$ cat src/rtl/reg_file_sb.sv
// reg_file_sb: two-read / one-write register file with a per-register
// scoreboard for read-after-write hazard detection.
//
// Register 0 always reads zero, is never busy, and ignores writes and
// reserves. A reserve marks a destination register busy, and a write clears
// that busy bit. busy_count always holds the popcount of the busy vector.
//
// Optional feature: define REG_FILE_SB_BYPASS_EN to forward the write port to
// RD1/RD2/cpu_out in the same cycle. Without it, reads show only array state.
//
// Ports:
//   CLK, RST         clock, synchronous active-high reset
//   RA1/RA2          read addresses; RD1/RD2 combinational read data
//   RD1_busy/RD2_busy busy bit of the addressed register; hazard = OR of both
//   WA/ALUResult/write_enable  write port (commits data, clears busy)
//   RES_A/reserve_en reserve port (sets busy)
//   busy_count       registered count of busy registers
//   cpu_out          contents of register OUT_IDX
module reg_file_sb #(
    parameter int DATA_W  = 8,
    parameter int ADDR_W  = 4,
    parameter int OUT_IDX = 2**ADDR_W-1
) (
    input  logic              CLK,
    input  logic              RST,
    input  logic [ADDR_W-1:0] RA1,
    input  logic [ADDR_W-1:0] RA2,
    output logic [DATA_W-1:0] RD1,
    output logic [DATA_W-1:0] RD2,
    output logic              RD1_busy,
    output logic              RD2_busy,
    output logic              hazard,
    input  logic [ADDR_W-1:0] WA,
    input  logic [DATA_W-1:0] ALUResult,
    input  logic              write_enable,
    input  logic [ADDR_W-1:0] RES_A,
    input  logic              reserve_en,
    output logic [ADDR_W:0]   busy_count,
    output logic [DATA_W-1:0] cpu_out
);

    localparam int                DEPTH   = 2**ADDR_W;
    localparam logic [ADDR_W-1:0] OUT_A   = ADDR_W'(OUT_IDX);
    localparam logic [ADDR_W:0]   CNT_ONE = 1;

    logic [DATA_W-1:0] regs [DEPTH];
    logic [DEPTH-1:0]  busy;

    logic wr_ok;
    logic rs_ok;
    logic cnt_inc;
    logic cnt_dec;

    // Reset discards any same-cycle write or reserve, including the
    // forwarded value when bypass is enabled.
    assign wr_ok = write_enable && (WA != '0) && !RST;
    assign rs_ok = reserve_en && (RES_A != '0) && !RST;

    // Count moves only when a bit actually changes. A write that clears a
    // bit the same-cycle reserve sets again leaves that bit unchanged.
    assign cnt_inc = rs_ok && !busy[RES_A];
    assign cnt_dec = wr_ok && busy[WA] && !(rs_ok && (RES_A == WA));

    always_ff @(posedge CLK) begin
        if (RST) begin
            for (int i = 0; i < DEPTH; i++) regs[i] <= '0;
            busy       <= '0;
            busy_count <= '0;
        end else begin
            if (wr_ok) begin
                regs[WA] <= ALUResult;
                busy[WA] <= 1'b0;
            end
            // Placed after the write so that the new producer wins on the
            // same address.
            if (rs_ok) busy[RES_A] <= 1'b1;
            case ({cnt_inc, cnt_dec})
                2'b10:   busy_count <= busy_count + CNT_ONE;
                2'b01:   busy_count <= busy_count - CNT_ONE;
                default: busy_count <= busy_count;
            endcase
        end
    end

`ifdef REG_FILE_SB_BYPASS_EN
    logic byp1;
    logic byp2;
    logic bypo;

    assign byp1     = wr_ok && (WA == RA1);
    assign byp2     = wr_ok && (WA == RA2);
    assign bypo     = wr_ok && (WA == OUT_A);
    assign RD1      = byp1 ? ALUResult : regs[RA1];
    assign RD2      = byp2 ? ALUResult : regs[RA2];
    assign RD1_busy = byp1 ? 1'b0 : busy[RA1];
    assign RD2_busy = byp2 ? 1'b0 : busy[RA2];
    assign cpu_out  = bypo ? ALUResult : regs[OUT_A];
`else
    assign RD1      = regs[RA1];
    assign RD2      = regs[RA2];
    assign RD1_busy = busy[RA1];
    assign RD2_busy = busy[RA2];
    assign cpu_out  = regs[OUT_A];
`endif

    assign hazard = RD1_busy | RD2_busy;

endmodule
$ cat config.mk
export PLATFORM = sky130hd
export DESIGN_NAME = reg_file_sb
export DESIGN_NICKNAME = d
export VERILOG_FILES = /design/src/rtl/reg_file_sb.sv
export SDC_FILE = /design/constraint.sdc
export NUM_CORES = 1
export LEC_CHECK = 0
export ABC_AREA = 0
export BUFFER_PORTS_ARGS = -buffer_cell sky130_fd_sc_hd__buf_2
export CAP_MARGIN = 20
export CORE_AREA = 2 2 118 120
export DETAILED_ROUTE_END_ITERATION = 8
export DIE_AREA = 0 0 120 122
export PLACE_DENSITY = 0.95
export SYNTH_ARGS = -nofsm -noshare
export SYNTH_HDL_FRONTEND = slang
export SYNTH_SLANG_ARGS = --single-unit
$ cat constraint.sdc
create_clock -name CLK -period 4.82 [get_ports CLK]
set_input_delay 0 -clock CLK [delete_from_list [all_inputs] [get_ports CLK]]
set_output_delay 0 -clock CLK [all_outputs]
set_load 0.05 [all_outputs]
==> results of run 1 <==
[layer usage]
metal	track usage [%]	vias up	wire length, µm
met2	52.7	387	11000
met1	37.5	2773	7660
met5	0	-	0
met4	14.9	0	1040
li1	-	2287	-
met3	4.68	75	1870
[critical path, delay by kind of cell (launching register included)]
family / cells / cell delay [ps]
and+or+nand+nor: 2 / 320
adders and majority gates: 2 / 750
DFF: 1 / 350
muxes: 3 / 1020
AOI/OAI and AO/OA: 3 / 620
[sequential cells by signal (all words and copies together) (netlist names)]
name / flops
regs: 128
busy_count: 5
busy: 16
[stage by stage]
step           setup slack, ps  utilization (%)  instance area, µm²  cells  power (mW)
2_1_floorplan             1890                -                8590    556        1.87
3_3_place_gp              1790             65.9                8890    757        1.97
3_5_place_dp              1700             65.9                8890    757        2.00
4_1_cts                   1670             71.1                9610    795        3.44
5_1_grt                   1540             71.1                9610    795        3.51
6_report                  1650             71.1                9610    795        3.45
[synth_stat cells, types with 2 or more instances]
master and number:
a21o_1 2, a21oi_1 7, a32o_1 2, and2_1 120
buf_1 2, buf_12 2, buf_2 6, buf_6 6
clkbuf_1 25, dfxtp_1 21, edfxtp_1 128, ha_1 4
inv_1 17, mux2i_1 9, mux4_1 72, mux4_2 24
nand2_1 9, nand2b_1 3, nand3_1 5, nand4_1 2
nand4bb_1 2, nor2_1 22, nor2b_1 5, nor3_1 5
nor4_1 2, o21ai_0 9, o22ai_1 2, or2_2 14
xor2_1 6
[final cells by class]
| class | count | area share (%) |
|---|---|---|
| Tap cell | 180 | 2.34 |
| Sequential cell | 149 | 44.4 |
| Multi-Input combinational cell | 349 | 41.9 |
| Clock inverter | 12 | 2.18 |
| Clock buffer | 19 | 4.51 |
| Inverter | 17 | 0.664 |
| Timing Repair Buffer | 69 | 4.04 |
[layout by cell type (no fill, tap or decap), types with 3 or more instances in the layout]
master | synthesis | routed
or2_2 | 14 | 14
mux2i_1 | 9 | 9
nor2_1 | 22 | 22
edfxtp_1 | 128 | 128
buf_2 | 6 | 59
inv_1 | 17 | 17
dlygate4sd3_1 | 0 | 7
nand2b_1 | 3 | 3
xor2_1 | 6 | 6
conb_1 | 1 | 8
buf_4 | 0 | 3
dfxtp_1 | 21 | 21
a21oi_1 | 7 | 7
o21ai_0 | 9 | 9
nor3_1 | 5 | 5
mux4_2 | 24 | 24
clkbuf_16 | 0 | 17
nand3_1 | 5 | 5
nand2_1 | 9 | 9
mux4_1 | 72 | 72
ha_1 | 4 | 4
and2_1 | 120 | 120
nor2b_1 | 5 | 5
clkinv_1 | 0 | 4
bufinv_16 | 0 | 6
[cells by family (layout without fill, tap and decap cells)]
family / Yosys count / count (layout)
fa+ha+maj: 5 / 5
flops: 149 / 149
other cells: 1 / 8
compound gates: 27 / 27
mux: 106 / 106
buf+inv: 58 / 117
simple gates: 196 / 196
xor+xnor: 7 / 7
[where the power goes]
part	switching, mW	internal (mW)
sequential	0.0423	1.47
combinational	0.290	0.180
clock	0.509	0.959
total	0.841	2.61
[how the worst min path moves through the flow]
stage | startpoint | to | slack [ps] | cells after the start
3_3_place_gp | reserve_en | busy[4]$_SDFF_PP0_ | 300 | 3
4_1_cts | ALUResult[2] | regs[15][2]$_SDFFCE_PN0P_ | 20 | 2
5_1_grt | ALUResult[2] | regs[4][2]$_SDFFCE_PN0P_ | 40 | 2
6_report | ALUResult[2] | regs[15][2]$_SDFFCE_PN0P_ | 40 | 2
3_5_place_dp | reserve_en | busy[4]$_SDFF_PP0_ | 330 | 3
2_1_floorplan | reserve_en | busy[4]$_SDFF_PP0_ | 150 | 2
==> run_results.csv, run 1 <==
group,metric,value,unit
power_and_ir_drop,p_leak,3.70,nW
timing,hold_viol,0,
global_route,grt_pass1_wl,31.7,mm
clocking,post_cts_buffers,0,
synth,synth_top_family_by_area,"multiplexers",
worst_setup_path,crit_type,"register to register",
synth,synth.distinct_cells,45,
synth,yosysTopAreaCell,"edfxtp_1",
clocking,cts_root_buf,"clkbuf_16",
synth,synth-seq-cells,149,
clocking,cts_buffers,17,
timing,skew,6.87,ps
finish,final.fill_count,843,
synth,syn_avg_cell_area,15.6,µm²
clocking,cts_resized,0,
worst_setup_path,cpPeakStageDelay,460,ps
floorplan,die_area,0.0146,mm²
placed_design,dpl.hpwl,14.6,mm
synth,synthArstFlopShare,0,%
finish,multiInputGateArea,0.00402,mm²
placed_design,gp_congestion,1.03,
synth,synth_compound_area_share,1.94,%
timing,setup_violations,0,
routing,via_count,5522,
synth,synth.area.top_cells,"edfxtp_1 45%, mux4_1 22%, and2_1 8.8%",
placed_design,port_buffers,59,
global_route,antenna_found_initial,0,
power_and_ir_drop,vdd_ir_drop_max,0.251,mV
worst_setup_path,crit_start,"busy[3]$_SDFF_PP0_",
timing,min_period,3170,ps
routing,drt-initial-drc-count,583,
synth,synth_edf_count,128,
synth,synth_top_cell_area_share,44.9,%
synth,syn_area,0.00856,mm²
worst_setup_path,crit_path_end,"busy_count[4]$_SDFFE_PP0P_",
global_route,grt_max_degree,40,
synth,synth_mux_area_share,29.6,%
floorplan,rows,43,
worst_setup_path,arrival,3490,ps
synth,synth_cells,549,
synth,synth_xor_area_share,0.716,%
global_route,track_usage,30.4,%
synth,ys_warn_count,0,
clocking,htreeDepth,4,
clocking,clk_path_buf_depth,2,
worst_setup_path,cp_slowest_cell,"mux4_2",
routing,viasPerCell,6.95,
worst_setup_path,crit_path_start_kind,"register",
finish,diodes,0,
routing,wl_per_cell,27.1,µm
timing,post-route-period-util,65.9,%
clocking,cts_tree,"yes",
clocking,cts.sinks,149,
floorplan,die_w,120,µm
clocking,clock_latency,430,ps
global_route,grt_pass1_vias,5456,
worst_setup_path,r2r_end,"busy_count[4]$_SDFFE_PP0P_",
synth,synthSimpleGateAreaFrac,13.6,%
routing,postRouteAntennaNets,0,
timing,whs,36.6,ps
worst_setup_path,reg2reg_setup_slack,1650,ps
worst_setup_path,worstPathRequired,5140,ps
power_and_ir_drop,p_per_area,359,mW/mm²
clocking,clkTransAtPathRegs,60,ps
outcome,outcome,"finished clean",
finish,regArea,0.00426,mm²
worst_setup_path,reg2reg_depth,10,
clocking,cts_hold_buf,7,
synth,yosysSeqAreaShare,49.8,%
worst_setup_path,r2r_start,"busy[3]$_SDFF_PP0_",
timing,max_freq,0.315,GHz
timing,worstMarginPinSlew,1150,ps
run,drv_cap,0,
synth,ys.flop_type,"edfxtp_1",
floorplan,ios,60,
finish,fin_nets,636,
worst_setup_path,cp_max_fo,6,
floorplan,coreArea,0.0135,mm²
finish,drive_above_1_share,20.7,%
worst_setup_path,crit_chain,"mux4_2 -> nor2b_1 -> a211o_1 -> and3_1 -> ha_1 -> fa_1 -> a21o_1 -> a21oi_1 -> mux2i_1 -> mux2_2",
timing,tns,0,ps
min_path,hold_class,"input port to register",
finish,area_growth,12.2,%
synth,synthAdderAreaFrac,0.818,%
worst_setup_path,worstSetupEndpointType,"register",
routing,wirelength,21.5,mm
routing,drc,0,
floorplan,die_h,122,µm
timing,rsz0062_at_grt,"false",
timing,drv_slew,0,
floorplan,floorplan.initialDensity,63.4,%
global_route,grt.overflow.total,0,
timing,slew-limit-headroom,23.0,%
routing,dr.pass1.iters,5,
Note: power is estimated with default switching activity, not from simulation.
==> run 2: changes to the inputs <==
--- a/config.mk
+++ b/config.mk
@@ -8,10 +8,10 @@
 export ABC_AREA = 0
 export BUFFER_PORTS_ARGS = -buffer_cell sky130_fd_sc_hd__buf_2
 export CAP_MARGIN = 20
-export CORE_AREA = 2 2 118 120
+export CORE_AREA = 2 2 122 124
 export DETAILED_ROUTE_END_ITERATION = 8
-export DIE_AREA = 0 0 120 122
-export PLACE_DENSITY = 0.95
+export DIE_AREA = 0 0 124 126
+export PLACE_DENSITY = 0.9
 export SYNTH_ARGS = -nofsm -noshare
 export SYNTH_HDL_FRONTEND = slang
 export SYNTH_SLANG_ARGS = --single-unit
==> constraint.sdc (replaced) <==
create_clock -name CLK -period 3 [get_ports CLK]
set_input_delay 0 -clock CLK [delete_from_list [all_inputs] [get_ports CLK]]
set_output_delay 0 -clock CLK [all_outputs]
set_load 0.05 [all_outputs]
==> run 2 against run 1 <==
  * Sequential power up 61%
  * Count of clock-buffer cells in the layout shrank 2
  * Worst hold slack better by 22 ps
  * Worst setup slack worse by 1500 ps
  * Sequential cell count is the same
  * Combinational power rose by 66%
==> run_results.csv, run 2 (synthesis gave the netlist of run 1 again) <==
group,metric,value,unit
outcome,outcome,"finished clean",
timing,drv_slew,0,
power_and_ir_drop,total_power,5.30,mW
worst_setup_path,worstPathRequired,3310,ps
worst_setup_path,worstSetupEndpointType,"register",
power_and_ir_drop,p_leak,3.80,nW
worst_setup_path,crit_buf_inv,0,
finish,fin_cells,824,
worst_setup_path,cpLargestDelayFamily,"multiplexers",
routing,postRouteAntennaNets,0,
finish,layout_common_cells,"128 x edfxtp_1, 120 x and2_1, 72 x mux4_1",
finish,final.fill_count,916,
finish,regArea,0.00426,mm²
timing,slew-limit-headroom,45.1,%
clocking,cts_buffers,17,
worst_setup_path,cp_max_fo,5,
finish,multiInputGateArea,0.00404,mm²
placed_design,pre_cts_ws,-58.1,ps
timing,worst_slack,112,ps
placed_design,gp_congestion,0.957,
finish,utilization,68.1,%
global_route,antenna_found_initial,0,
finish,largest_register_ffs,128,
finish,area_growth,13.7,%
floorplan,die_h,126,µm
timing,hold_viol,0,
global_route,grt_max_degree,38,
power_and_ir_drop,p_per_area,544,mW/mm²
timing,skew,4.48,ps
routing,viasPerCell,6.84,
global_route,grt_busiest_layer,"met2",
worst_setup_path,crit_path_end,"busy_count[4]$_SDFFE_PP0P_",
global_route,grt_pass1_wl,34.4,mm
clocking,htreeDepth,4,
floorplan,coreArea,0.0143,mm²
clocking,clkTransAtPathRegs,60,ps
worst_setup_path,crit_start,"busy[2]$_SDFF_PP0_",
routing,drc,0,
worst_setup_path,crit_type,"register to register",
timing,whs,59.0,ps
global_route,use_met2,51.6,%
worst_setup_path,crit_path_start_kind,"register",
finish,diodes,0,
timing,rsz0062_at_grt,"false",
global_route,grt_pass1_vias,5831,
floorplan,rows,44,
clocking,clk_path_buf_depth,2,
placed_design,dpl.hpwl,15.3,mm
timing,setup_violations,0,
timing,worstMarginPinSlew,824,ps
routing,via_count,5634,
placed_design,dp_cells,787,
floorplan,ios,60,
global_route,grt.overflow.total,0,
timing,min_period,2890,ps
worst_setup_path,reg2reg_setup_slack,110,ps
finish,fin_nets,661,
routing,wl_per_cell,27.5,µm
power_and_ir_drop,vdd_ir_drop_max,0.392,mV
min_path,hold_class,"input port to register",
finish,drive_above_1_share,24.7,%
worst_setup_path,r2r_end,"busy_count[4]$_SDFFE_PP0P_",
routing,wirelength,22.6,mm
routing,drt-initial-drc-count,573,
clocking,clock_latency,420,ps
global_route,track_usage,31.0,%
worst_setup_path,cpPeakStageDelay,440,ps
routing,dr.pass1.iters,5,
global_route,grtUsageMet3,8.20,%
placed_design,port_buffers,59,
timing,max_freq,0.346,GHz
timing,post-route-period-util,96.3,%
worst_setup_path,reg2reg_depth,10,
floorplan,die_area,0.0156,mm²
finish,layout_commonest_cell,"edfxtp_1",
clocking,cts.sinks,149,
worst_setup_path,arrival,3200,ps
finish,largestRegisters,"regs: 128 flops, busy: 16 flops, busy_count: 5 flops",
global_route,grtUsageMet1,37.0,%
floorplan,floorplan.initialDensity,59.8,%
worst_setup_path,cp.depth,10,
run,drv_cap,0,
clocking,cts_root_buf,"clkbuf_16",
finish,top_register,"regs",
worst_setup_path,cp_slowest_cell,"mux4_2",
clocking,cts_tree,"yes",
floorplan,die_w,124,µm
worst_setup_path,r2r_start,"busy[2]$_SDFF_PP0_",
worst_setup_path,crit_chain,"mux4_2 -> nor2b_1 -> a211o_1 -> and3_1 -> ha_4 -> fa_2 -> a21o_1 -> a21oi_2 -> mux2i_1 -> mux2_2",
==> run 2: changes by cell type in the layout (fill, tap and decap cells not counted), moves of 2 or more <==
| cell | change |
|---|---|
| dlygate4sd3_1 | -2 |
| clkinvlp_4 | +2 |
| buf_4 | +27 |
| clkinv_2 | +2 |
| clkinv_1 | +2 |
| bufinv_16 | -3 |
| clkbuf_1 | -2 |
==> run 2: how the worst min path moves through the flow <==
stage,cells past startpoint,startpoint,endpoint,slack [ps]
after global placement,2,RES_A[3],busy[3]$_SDFF_PP0_,290
after CTS,2,ALUResult[2],regs[11][2]$_SDFFCE_PN0P_,50
after floorplan,2,reserve_en,busy[4]$_SDFF_PP0_,150
final,2,ALUResult[7],regs[2][7]$_SDFFCE_PN0P_,60
after global routing,2,ALUResult[7],regs[3][7]$_SDFFCE_PN0P_,80
after detailed placement,2,RES_A[3],busy[3]$_SDFF_PP0_,300
==> run 2: power breakdown <==
group          switching, mW  internal (mW)  total (mW)
sequential            0.0669           2.36        2.43
combinational          0.478          0.304       0.782
clock                  0.812           1.28        2.09
total                   1.36           3.95        5.30
==> run 2: final cells by class <==
type / count / share of cell area (%)
Sequential cell: 149 / 43.8
Multi-Input combinational cell: 349 / 41.5
Clock buffer: 17 / 4.37
Timing Repair Buffer: 94 / 5.86
Inverter: 17 / 0.655
Tap cell: 184 / 2.36
Clock inverter: 14 / 1.46
==> run 2: repair_timing <==
action	4_1_cts	5_1_grt
hold endpoints to repair	7	0
hold buffers	5	0
endpoints found under the setup margin	1	1
buffers inserted	0	1
pin swaps	0	1
gates resized for setup	1	4
==> run 2: worst register-to-register path, delay by kind of cell (launching register included) <==
kind                     cells  cell delay [ps]
multiplexers                 3             1020
AO/OA/AOI/OAI                3              590
adder cells (fa/ha/maj)      2              530
AND/OR/NAND/NOR              2              330
flip-flops                   1              310
==> run 2: metrics by stage <==
step / TNS [ps] / instance area [µm²]
2_1_floorplan: 0 / 8590
3_3_place_gp: 0 / 9090
3_5_place_dp: -58.1 / 9090
4_1_cts: 0 / 9710
5_1_grt: 0 / 9740
6_report: 0 / 9740
==> run 2: layer usage <==
metal	part of all wire [%]	wire, µm	up-vias
met3	8.5	1930	67
met1	35	8000	2892
met5	0	0	-
met2	52	11700	332
met4	4.5	1020	0
li1	-	-	2343
